--- config.mk ---
export PLATFORM = sky130hd
export DESIGN_NAME = demux_stream_1ton_flat
export DESIGN_NICKNAME = d
export VERILOG_FILES = /design/src/rtl/demux_stream_1ton_if.sv /design/src/rtl/demux_stream_1ton.sv /design/src/flat_wrapper.sv
export SDC_FILE = /design/constraint.sdc
export NUM_CORES = 1
export LEC_CHECK = 0
export BUFFER_PORTS_ARGS = -buffer_cell sky130_fd_sc_hd__buf_2
export CAP_MARGIN = 10
export CELL_PAD_IN_SITES_DETAIL_PLACEMENT = 0
export CELL_PAD_IN_SITES_GLOBAL_PLACEMENT = 1
export CORE_ASPECT_RATIO = 1.75
export CORE_MARGIN = 2
export CORE_UTILIZATION = 25
export CTS_BUF_LIST = sky130_fd_sc_hd__clkbuf_16
export CTS_CLUSTER_DIAMETER = 30
export DETAILED_ROUTE_END_ITERATION = 7
export MAX_ROUTING_LAYER = met4
export PLACE_DENSITY = 0.65
export SYNTH_ARGS = -nofsm -noshare
export SYNTH_HDL_FRONTEND = slang
export SYNTH_SLANG_ARGS = --single-unit
--- constraint.sdc ---
create_clock -name CLK -period 3.6 [get_ports CLK]
set_clock_uncertainty 0.05 [all_clocks]
set_input_delay 0.54 -clock CLK [delete_from_list [all_inputs] [get_ports CLK]]
set_output_delay 0.54 -clock CLK [all_outputs]
set_load 0.05 [all_outputs]
--- src/rtl/demux_stream_1ton_if.sv ---
// Stream bus for demux_stream_1ton: one producer port plus CHANNELS consumer ports.
// Port B exists only when DEMUX_STREAM_BROADCAST_EN is defined.
interface demux_stream_1ton_if #(
  parameter int unsigned WIDTH    = 3,
  parameter int unsigned CHANNELS = 8,
  parameter int unsigned SEL_W    = 3,
  parameter int unsigned CNT_W    = 8
);
  logic [WIDTH-1:0]          I;
  logic [SEL_W-1:0]          S;
  logic                      E;
  logic                      I_RDY;
  logic [CHANNELS*WIDTH-1:0] O;
  logic [CHANNELS-1:0]       O_VLD;
  logic [CHANNELS-1:0]       O_RDY;
  logic                      ERR;
  logic [CNT_W-1:0]          DROP_CNT;
`ifdef DEMUX_STREAM_BROADCAST_EN
  logic                      B;

  modport master (
    output I, S, E, B, O_RDY,
    input  I_RDY, O, O_VLD, ERR, DROP_CNT
  );

  modport slave (
    input  I, S, E, B, O_RDY,
    output I_RDY, O, O_VLD, ERR, DROP_CNT
  );
`else
  modport master (
    output I, S, E, O_RDY,
    input  I_RDY, O, O_VLD, ERR, DROP_CNT
  );

  modport slave (
    input  I, S, E, O_RDY,
    output I_RDY, O, O_VLD, ERR, DROP_CNT
  );
`endif
endinterface

--- src/rtl/demux_stream_1ton.sv ---
// Registered 1-to-CHANNELS stream demux with per-channel valid/ready slots and a
// saturating drop counter. Define DEMUX_STREAM_BROADCAST_EN to add broadcast port B.
module demux_stream_1ton #(
  parameter int unsigned WIDTH    = 3,
  parameter int unsigned CHANNELS = 8,
  parameter int unsigned SEL_W    = 3,
  parameter int unsigned CNT_W    = 8
) (
  input logic               CLK,
  input logic               RST_N,
  demux_stream_1ton_if.slave bus
);

  logic [CHANNELS-1:0]       sel_hit;
  logic [CHANNELS-1:0]       slot_free;
  logic [CHANNELS-1:0]       load;
  logic                      sel_in_range;
  logic                      bcast;
  logic                      i_rdy;
  logic                      accept;
  logic                      drop;

  logic [CHANNELS*WIDTH-1:0] o_d, o_q;
  logic [CHANNELS-1:0]       o_vld_d, o_vld_q;
  logic                      err_d, err_q;
  logic [CNT_W-1:0]          drop_cnt_d, drop_cnt_q;

  // Select decode is a one-hot compare rather than an index, so out-of-range
  // selects simply hit no channel.
  always_comb begin
    sel_hit = '0;
    for (int unsigned k = 0; k < CHANNELS; k++) begin
      sel_hit[k] = (32'(bus.S) == k);
    end
    sel_in_range = |sel_hit;
    slot_free    = ~o_vld_q | bus.O_RDY;
`ifdef DEMUX_STREAM_BROADCAST_EN
    bcast = bus.B;
`else
    bcast = 1'b0;
`endif
  end

  always_comb begin
    if (bcast) begin
      i_rdy = &slot_free;
    end else if (sel_in_range) begin
      i_rdy = |(sel_hit & slot_free);
    end else begin
      i_rdy = 1'b1;
    end
    accept = bus.E & i_rdy;
    load   = '0;
    if (accept) begin
      load = bcast ? '1 : sel_hit;
    end
    drop = accept & ~bcast & ~sel_in_range;
  end

  always_comb begin
    o_d     = o_q;
    o_vld_d = o_vld_q;
    for (int unsigned k = 0; k < CHANNELS; k++) begin
      if (load[k]) begin
        o_d[k*WIDTH +: WIDTH] = bus.I;
        o_vld_d[k]            = 1'b1;
      end else if (o_vld_q[k] && bus.O_RDY[k]) begin
        o_vld_d[k] = 1'b0;
      end
    end
  end

  always_comb begin
    err_d      = drop;
    drop_cnt_d = drop_cnt_q;
    if (drop && (drop_cnt_q != '1)) begin
      drop_cnt_d = drop_cnt_q + CNT_W'(1);
    end
  end

  always_ff @(posedge CLK or negedge RST_N) begin
    if (!RST_N) begin
      o_q        <= '0;
      o_vld_q    <= '0;
      err_q      <= 1'b0;
      drop_cnt_q <= '0;
    end else begin
      o_q        <= o_d;
      o_vld_q    <= o_vld_d;
      err_q      <= err_d;
      drop_cnt_q <= drop_cnt_d;
    end
  end

  assign bus.I_RDY    = i_rdy;
  assign bus.O        = o_q;
  assign bus.O_VLD    = o_vld_q;
  assign bus.ERR      = err_q;
  assign bus.DROP_CNT = drop_cnt_q;

endmodule

--- src/flat_wrapper.sv ---
// flat-port wrapper written by rule: the top's interface ports become plain ports
module demux_stream_1ton_flat 
#(
  parameter int unsigned WIDTH    = 3,
  parameter int unsigned CHANNELS = 8,
  parameter int unsigned SEL_W    = 3,
  parameter int unsigned CNT_W    = 8
)
  (CLK, RST_N, bus_I, bus_S, bus_E, bus_O_RDY, bus_I_RDY, bus_O, bus_O_VLD, bus_ERR, bus_DROP_CNT);
  demux_stream_1ton_if #(.WIDTH(WIDTH), .CHANNELS(CHANNELS), .SEL_W(SEL_W), .CNT_W(CNT_W)) bus_i ();
  input logic CLK;
  input logic RST_N;
  input wire logic [$bits(bus_i.I)-1:0] bus_I;
  input wire logic [$bits(bus_i.S)-1:0] bus_S;
  input wire logic [$bits(bus_i.E)-1:0] bus_E;
  input wire logic [$bits(bus_i.O_RDY)-1:0] bus_O_RDY;
  output wire logic [$bits(bus_i.I_RDY)-1:0] bus_I_RDY;
  output wire logic [$bits(bus_i.O)-1:0] bus_O;
  output wire logic [$bits(bus_i.O_VLD)-1:0] bus_O_VLD;
  output wire logic [$bits(bus_i.ERR)-1:0] bus_ERR;
  output wire logic [$bits(bus_i.DROP_CNT)-1:0] bus_DROP_CNT;
  assign bus_i.I = bus_I;
  assign bus_i.S = bus_S;
  assign bus_i.E = bus_E;
  assign bus_i.O_RDY = bus_O_RDY;
  assign bus_I_RDY = bus_i.I_RDY;
  assign bus_O = bus_i.O;
  assign bus_O_VLD = bus_i.O_VLD;
  assign bus_ERR = bus_i.ERR;
  assign bus_DROP_CNT = bus_i.DROP_CNT;
  demux_stream_1ton #(.WIDTH(WIDTH), .CHANNELS(CHANNELS), .SEL_W(SEL_W), .CNT_W(CNT_W)) u_core (.CLK(CLK), .RST_N(RST_N), .bus(bus_i));
endmodule
==> results of run 1 <==
==> sequential cells by signal (all words and copies together), names as in the netlist <==
name                 count
u_core.bus.O            24
u_core.bus.DROP_CNT      8
u_core.bus.O_VLD         8
u_core.bus.ERR           1
==> cells in the mapped netlist (all sizes together) <==
cell type | n | area share [%]
dfrtp | 41 | 61
mux2 | 18 | 13
nand2 | 9 | 2.0
clkbuf | 8 | 1.8
o21ai | 7 | 2.1
inv | 6 | 1.3
nand2b | 6 | 2.2
nor2 | 6 | 1.3
nor2b | 3 | 1.1
o31ai | 3 | 1.3
o41ai | 3 | 1.6
buf | 2 | 0.60
nor3b | 2 | 0.89
or2 | 2 | 0.75
a2111oi | 1 | 0.89
a2bb2oi | 1 | 0.52
a32o | 1 | 0.60
and3b | 1 | 0.52
and4b | 1 | 0.60
conb | 1 | 0.22
nand3 | 1 | 0.30
nand3b | 1 | 0.45
nand4b | 1 | 0.52
nor4 | 1 | 0.75
nor4b | 1 | 1.4
o2111ai | 1 | 0.89
o22ai | 1 | 0.37
or3 | 1 | 0.37
or4 | 1 | 0.67
==> layer usage <==
metal	vias to the layer above	track usage (%)	share of wire, %
li1	566	-	-
met1	605	12.91	36
met2	40	22.42	58
met3	4	1.703	3.9
met4	0	4.898	1.6
met5	-	-	0
==> power breakdown <==
part           internal [mW]  switching (mW)  total (mW)
registers              0.525          0.0355       0.560
clock network          0.254           0.170       0.424
logic                  0.106           0.320       0.427
==> layout make-up <==
| class | instances | area share, % |
|---|---|---|
| inverters | 6 | 1.036 |
| clock inverters | 3 | 0.8055 |
| multi-input cells | 74 | 27.16 |
| well taps | 82 | 4.718 |
| repair buffers | 58 | 13.35 |
| clock buffers | 5 | 5.754 |
| flip-flops and latches | 41 | 47.18 |
==> critical path: cells and delay by family <==
kind | cells | cell delay (ns)
buffers and inverters | 2 | 0.47
and+or+nand+nor | 2 | 0.54
AOI/OAI and AO/OA | 2 | 0.47
==> worst paths after layout <==
path                                   startpoint                endpoint  slack, ns  cells past startpoint
max reg2reg                   u_core.bus.O_VLD[2]         u_core.bus.O[9]       1.69                      4
min in group asynchronous                   RST_N  u_core.bus.DROP_CNT[7]       0.33                      1
max in group asynchronous                   RST_N  u_core.bus.DROP_CNT[5]       2.60                      1
max                                      bus_S[0]               bus_I_RDY       0.97                      6
min                        u_core.bus.DROP_CNT[6]  u_core.bus.DROP_CNT[6]       0.32                      0
min reg2reg                u_core.bus.DROP_CNT[6]  u_core.bus.DROP_CNT[6]       0.32                      0
==> logic make-up after synthesis <==
group           after synthesis
buf+inv                      16
flops                        41
other cells                   1
simple gates                 37
mux                          18
compound gates               18
==> results.sh, run 1 <==
export IMPL_status="complete, no violations"
export IMPL_numCtsBuffers=5
export IMPL_crit_path_frequent_cell="buf_2"
export IMPL_finalMaxSlewViolations=0
export IMPL_fin_ws_ns=0.9749
export IMPL_synthSimpleGateAreaFrac_pct=13.93
export IMPL_cts_num_sinks=41
export IMPL_syn_avg_cell_area_um2=12.82
export IMPL_report_final_hold_viol_count=0
export IMPL_setup_worst_path_start_class="input pin"
export IMPL_multi_input_area_um2=590.6
export IMPL_cts_setup_buffers=0
export IMPL_required_ns=3.01
export IMPL_cts_buffer_depth=2
export IMPL_drv_cap=0
export IMPL_grt_overflow_total=0
export IMPL_maxSlewHeadroom_pct=40.23
export IMPL_synth_seq_cells=41
export IMPL_n_fill_cell=700
export IMPL_final_cell_mix="buf_2 (58), dfrtp_1 (41), mux2_2 (15)"
export IMPL_die_area_mm2=0.007414
export IMPL_die_h_um=112.4
export IMPL_cpPeakStageDelay_ns=0.43
export IMPL_diodes=0
export IMPL_synth_compound_area_share_pct=8.271
export IMPL_io_buffers=58
export IMPL_syn_nets=148
export IMPL_drt_total_wl_um=4131
export IMPL_insertion_delay_ns=0.28
export IMPL_rsz0062_at_grt="no"
export IMPL_synth_cells=131
export IMPL_synth_top_family_by_area="simple AND/OR/NAND/NOR gates"
export IMPL_rows=39
export IMPL_dp_hpwl_um=3227
export IMPL_placed_cells=261
export IMPL_drtIter0Drc=84
export IMPL_drive_gt1_share_pct=49.20
export IMPL_finalSetupViolations=0
export IMPL_io_pins=59
export IMPL_crit_arrival_ns=2.04
export IMPL_fmax_mhz=380.9
export IMPL_synth_xor_area_share_pct=0
export IMPL_routabilityCongestion=0.8127
export IMPL_initial_utilization_pct=25.68
export IMPL_clock_root_buffer="clkbuf_16"
export IMPL_post_route_period_util_pct=72.92
export IMPL_p_total_mw=1.411
export IMPL_vdd_drop_max_v=0.0002355
export IMPL_cts_max_level=2
export IMPL_drc=0
export IMPL_post_drt_wl_per_cell_um=15.36
export IMPL_antenna_found_initial=0
export IMPL_track_usage_pct=12.29
export IMPL_dr_total_vias=1215
export IMPL_synth_area_mm2=0.001679
export IMPL_synth_cell_type_count=31
export IMPL_crit_path_end_kind="output port"
export IMPL_grt_max_degree=42
export IMPL_timing_hold_ws_ns=0.3189
export IMPL_tightest_slew_ns=0.8966
export IMPL_grt_pass1_wl_um=6624
export IMPL_fin_crit_ns=2.625
export IMPL_stdcell_count=269
export IMPL_cts_resized=0
export IMPL_crit_slowest_cell="nor3b_1"
export IMPL_place_area_mm2=0.002032
export IMPL_min_path_type="reg -> reg"
export IMPL_mostFrequentLayoutCell="buf_2"
export IMPL_nets=203
export IMPL_fin_util_pct=33.26
export IMPL_critical_path_max_fanout=12
export IMPL_synthAdderAreaFrac_pct=0
export IMPL_synth_mux_area_share_pct=12.74
export IMPL_setup_tns_ns=0
export IMPL_drt_pre_antenna_iters=4
export IMPL_layout_area_seq_mm2=0.001026
export IMPL_critPathKind="in -> out"
export IMPL_final_area_mm2=0.002175
export IMPL_path_clk_slew_ns=0.06
export IMPL_path_cells="buf_2 > nor2b_1 > a32o_1 > nor3b_1 > o21ai_0 > buf_2"
export IMPL_synth_seq_area_share_pct=61.10
export IMPL_cts_tree="built"
export IMPL_yosys_warnings=0
export IMPL_die_w_um=65.95
export IMPL_area_growth_pct=29.51
export IMPL_postRouteAntennaNets=0
export IMPL_routed_via_density=4.517
export IMPL_core_area_mm2=0.006539
export IMPL_grt_pass1_vias=1285
export IMPL_p_per_area_mw_per_mm2=648.7
export IMPL_pre_cts_slack_ns=0.9337
export IMPL_hold_buffers=0
export IMPL_leakagePower_nw=1.129
No activity file was read; power rests on OpenSTA's default activity.
==> inputs of run 2 (changes only) <==
==> constraint.sdc (replaced) <==
create_clock -name CLK -period 2.5 [get_ports CLK]
set_clock_uncertainty 0.05 [all_clocks]
set_input_delay 0.375 -clock CLK [delete_from_list [all_inputs] [get_ports CLK]]
set_output_delay 0.375 -clock CLK [all_outputs]
set_load 0.05 [all_outputs]
==> run 2 against run 1 <==
Cell count is 0.37% higher; setup slack worse by 0.75 ns; largest power group unchanged; combinational power is 44% higher; clock-buffer cell count stayed put; global-route usage is 0.62 points higher; critical path type is now reg -> out; highest routed layer unchanged.
==> results.sh, run 2 (synthesis gave the netlist of run 1 again) <==
export IMPL_drv_cap=0
export IMPL_required_ns=2.08
export IMPL_postRouteAntennaNets=0
export IMPL_core_area_mm2=0.006539
export IMPL_die_h_um=112.4
export IMPL_initial_utilization_pct=25.68
export IMPL_rsz0062_at_grt="no"
export IMPL_largest_reg_flops=24
export IMPL_setup_tns_ns=0
export IMPL_finalSetupViolations=0
export IMPL_final_cell_mix="buf_2 (58), dfrtp_1 (41), mux2_2 (15)"
export IMPL_crit_slowest_cell="a2111oi_2"
export IMPL_routed_via_density=4.437
export IMPL_crit_arrival_ns=1.85
export IMPL_insertion_delay_ns=0.29
export IMPL_drt_pre_antenna_iters=4
export IMPL_clock_root_buffer="clkbuf_16"
export IMPL_drtIter0Drc=30
export IMPL_cts_resized=0
export IMPL_crit_cells=5
export IMPL_n_fill_cell=688
export IMPL_p_total_mw=2.037
export IMPL_ff2ff_path_depth=4
export IMPL_leakagePower_nw=1.133
export IMPL_post_route_period_util_pct=91.17
export IMPL_nets=204
export IMPL_drt_total_wl_um=4242
export IMPL_grt_overflow_total=0
export IMPL_status="complete, no violations"
export IMPL_io_pins=59
export IMPL_antenna_found_initial=0
export IMPL_setup_worst_path_start_class="flip-flop"
export IMPL_die_area_mm2=0.007414
export IMPL_min_path_type="in -> async"
export IMPL_diodes=0
export IMPL_dp_hpwl_um=3185
export IMPL_fin_crit_ns=2.279
export IMPL_path_cells="nor3b_1 > a2111oi_2 > nor3b_2 > o21ai_0 > buf_2"
export IMPL_finalMaxSlewViolations=0
export IMPL_grt_pass1_vias=1222
export IMPL_die_w_um=65.95
export IMPL_rows=39
export IMPL_routabilityCongestion=0.7946
export IMPL_cts_num_sinks=41
export IMPL_cts_setup_buffers=0
export IMPL_cpPeakStageDelay_ns=0.48
export IMPL_grt_pass1_wl_um=6706
export IMPL_drive_gt1_share_pct=49.47
export IMPL_maxSlewHeadroom_pct=37.83
export IMPL_report_final_hold_viol_count=0
export IMPL_io_buffers=58
export IMPL_dr_total_vias=1198
export IMPL_grt_max_degree=42
export IMPL_cts_tree="built"
export IMPL_cts_buffer_depth=2
export IMPL_tightest_slew_ns=0.9325
export IMPL_drc=0
export IMPL_fmax_mhz=438.7
export IMPL_crit_path_end_kind="output port"
export IMPL_critical_path_max_fanout=4
export IMPL_hold_buffers=0
export IMPL_numCtsBuffers=5
export IMPL_cts_max_level=2
export IMPL_mostFrequentLayoutCell="buf_2"
export IMPL_critPathKind="reg -> out"
export IMPL_p_per_area_mw_per_mm2=933.4
export IMPL_path_clk_slew_ns=0.06
export IMPL_track_usage_pct=12.92
export IMPL_vdd_drop_max_v=0.0005192
export IMPL_area_growth_pct=29.96
export IMPL_cp_top_family="compound AO/OA/AOI/OAI gates"
export IMPL_cp_num_buf_inv=1
export IMPL_post_drt_wl_per_cell_um=15.71
==> run 2: cell count changes in the layout (fill, tap and decap cells not counted), sizes merged <==
cell,before,now
buf,58,59
==> run 2: through the flow <==
stage          instances  util (%)  instance area (µm²)  setup WS [ns]  hold WS [ns]
3_3_place_gp         262     31.19                 2039         0.1771        0.3098
6_report             270     33.37                 2182         0.2207        0.1829
4_1_cts              270     33.30                 2177         0.1160        0.2289
2_1_floorplan        131         -                 1679        0.05238       0.02941
5_1_grt              270     33.37                 2182         0.1009        0.2599
3_5_place_dp         262     31.19                 2039         0.1332        0.3117
==> run 2: where the power goes <==
| part | switching [mW] | internal, mW |
|---|---|---|
| sequential | 0.0502 | 0.755 |
| clock | 0.256 | 0.361 |
| combinational | 0.460 | 0.155 |
| total | 0.766 | 1.27 |
==> run 2: final cells by class <==
cell class | count | area, µm² | area share [%]
timing repair buffer | 59 | 297.8 | 13.65
clock buffer | 5 | 125.1 | 5.734
sequential | 41 | 1026 | 47.02
clock inverter | 3 | 12.51 | 0.5734
inverter | 6 | 22.52 | 1.032
tap | 82 | 102.6 | 4.702
multi-input combinational | 74 | 595.6 | 27.29
==> run 2: final timing paths <==
check	slack, ns	start	endpoint
max in group asynchronous	1.63	RST_N	u_core.bus.O[0]
min reg2reg	0.32	u_core.bus.DROP_CNT[7]	u_core.bus.DROP_CNT[7]
max	0.22	u_core.bus.O_VLD[2]	bus_I_RDY
min	0.18	RST_N	u_core.bus.DROP_CNT[2]
min in group CLK	0.26	bus_O_RDY[4]	u_core.bus.O_VLD[4]
max reg2reg	0.54	u_core.bus.O_VLD[2]	u_core.bus.O[11]
==> run 2: worst register-to-register path, stage by stage (launching register included) <==
cell and delay, ns:
dfrtp_1 0.39, nor3b_1 0.15, a2111oi_2 0.48, and4b_1 0.41, mux2_2 0.36
==> run 2: routing by layer <==
layer | vias to the layer above | track usage [%] | wire length (µm)
li1 | 564 | - | -
met1 | 587 | 13.09 | 1535
met2 | 37 | 21.55 | 2364
met3 | 10 | 3.407 | 196
met4 | 0 | 8.027 | 145
met5 | - | - | 0
==> inputs of run 3 (changes only) <==
--- a/config.mk
+++ b/config.mk
@@ -16,7 +16,7 @@
 export CTS_CLUSTER_DIAMETER = 30
 export DETAILED_ROUTE_END_ITERATION = 7
 export MAX_ROUTING_LAYER = met4
-export PLACE_DENSITY = 0.65
+export PLACE_DENSITY_LB_ADDON = 0.1
 export SYNTH_ARGS = -nofsm -noshare
 export SYNTH_HDL_FRONTEND = slang
 export SYNTH_SLANG_ARGS = --single-unit
==> run 3 against run 2 <==
Non-clock buffer count shrank 1; critical path depth unchanged; cell count fell by 0.37%; sequential share of layout area fell by 0.37 points; core utilization is 0.27 points higher; via count rose by 0.17%; total power increased by 4.7%; clock-buffer cell count did not move; first-iteration DRC count is 27% lower; cell area up 0.80%.
==> results.sh, run 3 (synthesis gave the netlist of run 1 again) <==
export IMPL_cts_max_level=2
export IMPL_vdd_drop_max_v=0.0006870
export IMPL_die_h_um=112.4
export IMPL_path_cells="nor2b_1 > a2111oi_2 > nor3b_2 > o21ai_0 > buf_2"
export IMPL_p_per_area_mw_per_mm2=969.0
export IMPL_routed_via_density=4.461
export IMPL_hold_buffers=0
export IMPL_routabilityCongestion=0.7999
export IMPL_crit_arrival_ns=1.83
export IMPL_cts_buffer_depth=2
export IMPL_cts_num_sinks=41
export IMPL_core_area_mm2=0.006539
export IMPL_maxSlewHeadroom_pct=37.88
export IMPL_finalMaxSlewViolations=0
export IMPL_dr_total_vias=1200
export IMPL_report_final_hold_viol_count=0
export IMPL_io_pins=59
export IMPL_multi_input_area_um2=595.6
export IMPL_initial_utilization_pct=25.68
export IMPL_grt_pass1_wl_um=6955
export IMPL_drt_pre_antenna_iters=4
export IMPL_largest_reg_flops=24
export IMPL_critical_path_max_fanout=4
export IMPL_diodes=0
export IMPL_fmax_mhz=442.8
export IMPL_mostFrequentLayoutCell="buf_2"
export IMPL_die_area_mm2=0.007414
export IMPL_io_buffers=58
export IMPL_drt_total_wl_um=4282
export IMPL_rsz0062_at_grt="no"
export IMPL_grt_pass1_vias=1368
export IMPL_min_path_type="in -> async"
export IMPL_nets=203
export IMPL_fin_crit_ns=2.258
export IMPL_n_fill_cell=685
export IMPL_area_growth_pct=31.00
export IMPL_insertion_delay_ns=0.28
export IMPL_finalSetupViolations=0
export IMPL_cts_setup_buffers=0
export IMPL_track_usage_pct=12.65
export IMPL_setup_tns_ns=0
export IMPL_dp_hpwl_um=3238
export IMPL_leakagePower_nw=1.143
export IMPL_drive_gt1_share_pct=49.20
export IMPL_crit_slowest_cell="a2111oi_2"
export IMPL_cts_tree="built"
export IMPL_postRouteAntennaNets=0
export IMPL_cp_top_family="compound AO/OA/AOI/OAI gates"
export IMPL_crit_path_end_kind="output port"
export IMPL_layout_area_seq_mm2=0.001026
export IMPL_clock_root_buffer="clkbuf_16"
export IMPL_startpoint="u_core.bus.O_VLD[3]"
export IMPL_final_cell_mix="buf_2 (58), dfrtp_1 (41), mux2_2 (15)"
export IMPL_antenna_found_initial=0
export IMPL_grt_max_degree=42
export IMPL_setup_worst_path_start_class="flip-flop"
export IMPL_cp_num_buf_inv=1
export IMPL_required_ns=2.08
export IMPL_tightest_slew_ns=0.9318
export IMPL_post_drt_wl_per_cell_um=15.92
export IMPL_drc=0
export IMPL_grt_overflow_total=0
export IMPL_numCtsBuffers=5
export IMPL_path_clk_slew_ns=0.06
export IMPL_critPathKind="reg -> out"
export IMPL_die_w_um=65.95
export IMPL_cpPeakStageDelay_ns=0.48
export IMPL_post_route_period_util_pct=90.33
export IMPL_status="complete, no violations"
export IMPL_drtIter0Drc=22
export IMPL_cts_resized=0
export IMPL_r2r_start="u_core.bus.O_VLD[3]"
export IMPL_p_total_mw=2.132
export IMPL_rows=39
export IMPL_drv_cap=0
[run 3: changes by cell type in the layout (fill, tap and decap cells not counted)]
cell	delta
bufinv_16	+1
inv_1	+1
buf_4	-1
clkinv_2	-1
clkinv_1	-1
[run 3: area by class of cell]
type / count / area share, %
clock buffer: 5 / 5.688
clock inverter: 3 / 1.706
inverter: 6 / 1.024
multi-input combinational: 74 / 27.08
sequential: 41 / 46.64
tap: 82 / 4.664
timing repair buffer: 58 / 13.20
[run 3: report_power, final]
part | internal [mW] | total (mW) | switching [mW]
Combinational | 0.154 | 0.617 | 0.463
Clock | 0.464 | 0.708 | 0.245
Sequential | 0.756 | 0.807 | 0.0509
Total | 1.37 | 2.13 | 0.758
[run 3: final timing paths]
path | to | slack, ns | cells after the start
min in group CLK | u_core.bus.O_VLD[4] | 0.25 | 2
setup / recovery | bus_I_RDY | 0.24 | 5
hold / removal | u_core.bus.O_VLD[1] | 0.19 | 1
setup reg to reg | u_core.bus.O[9] | 0.53 | 4
max in group asynchronous | u_core.bus.DROP_CNT[4] | 1.64 | 1
hold reg to reg | u_core.bus.DROP_CNT[2] | 0.32 | 0
[run 3: worst reg2reg max path: stages (launching register included)]
cell       delay [ns]
dfrtp_1          0.38
nor2b_1          0.16
a2111oi_2        0.48
and4b_1          0.40
mux2_2           0.38
[run 3: metrics by stage]
| step | setup slack (ns) | hold slack, ns | utilization (%) | instance area (µm²) | std cells |
|---|---|---|---|---|---|
| finish | 0.2417 | 0.1899 | 33.64 | 2200 | 269 |
| global route | 0.06292 | 0.2536 | 33.64 | 2200 | 269 |
| CTS | 0.08879 | 0.2384 | 33.56 | 2195 | 269 |
| detailed placement | 0.1409 | 0.3117 | 31.08 | 2032 | 261 |
| global placement | 0.1889 | 0.3097 | 31.08 | 2032 | 261 |
| floorplan | 0.05238 | 0.02941 | - | 1679 | 131 |
[run 3: routing by layer]
metal  track usage [%]  vias to the layer above  share of wire, %
met5                 -                        -                 0
met3             2.405                        5               5.5
met1             14.99                      593                41
met2             21.14                       44                52
met4             4.490                        0               1.5
li1                  -                      558                 -
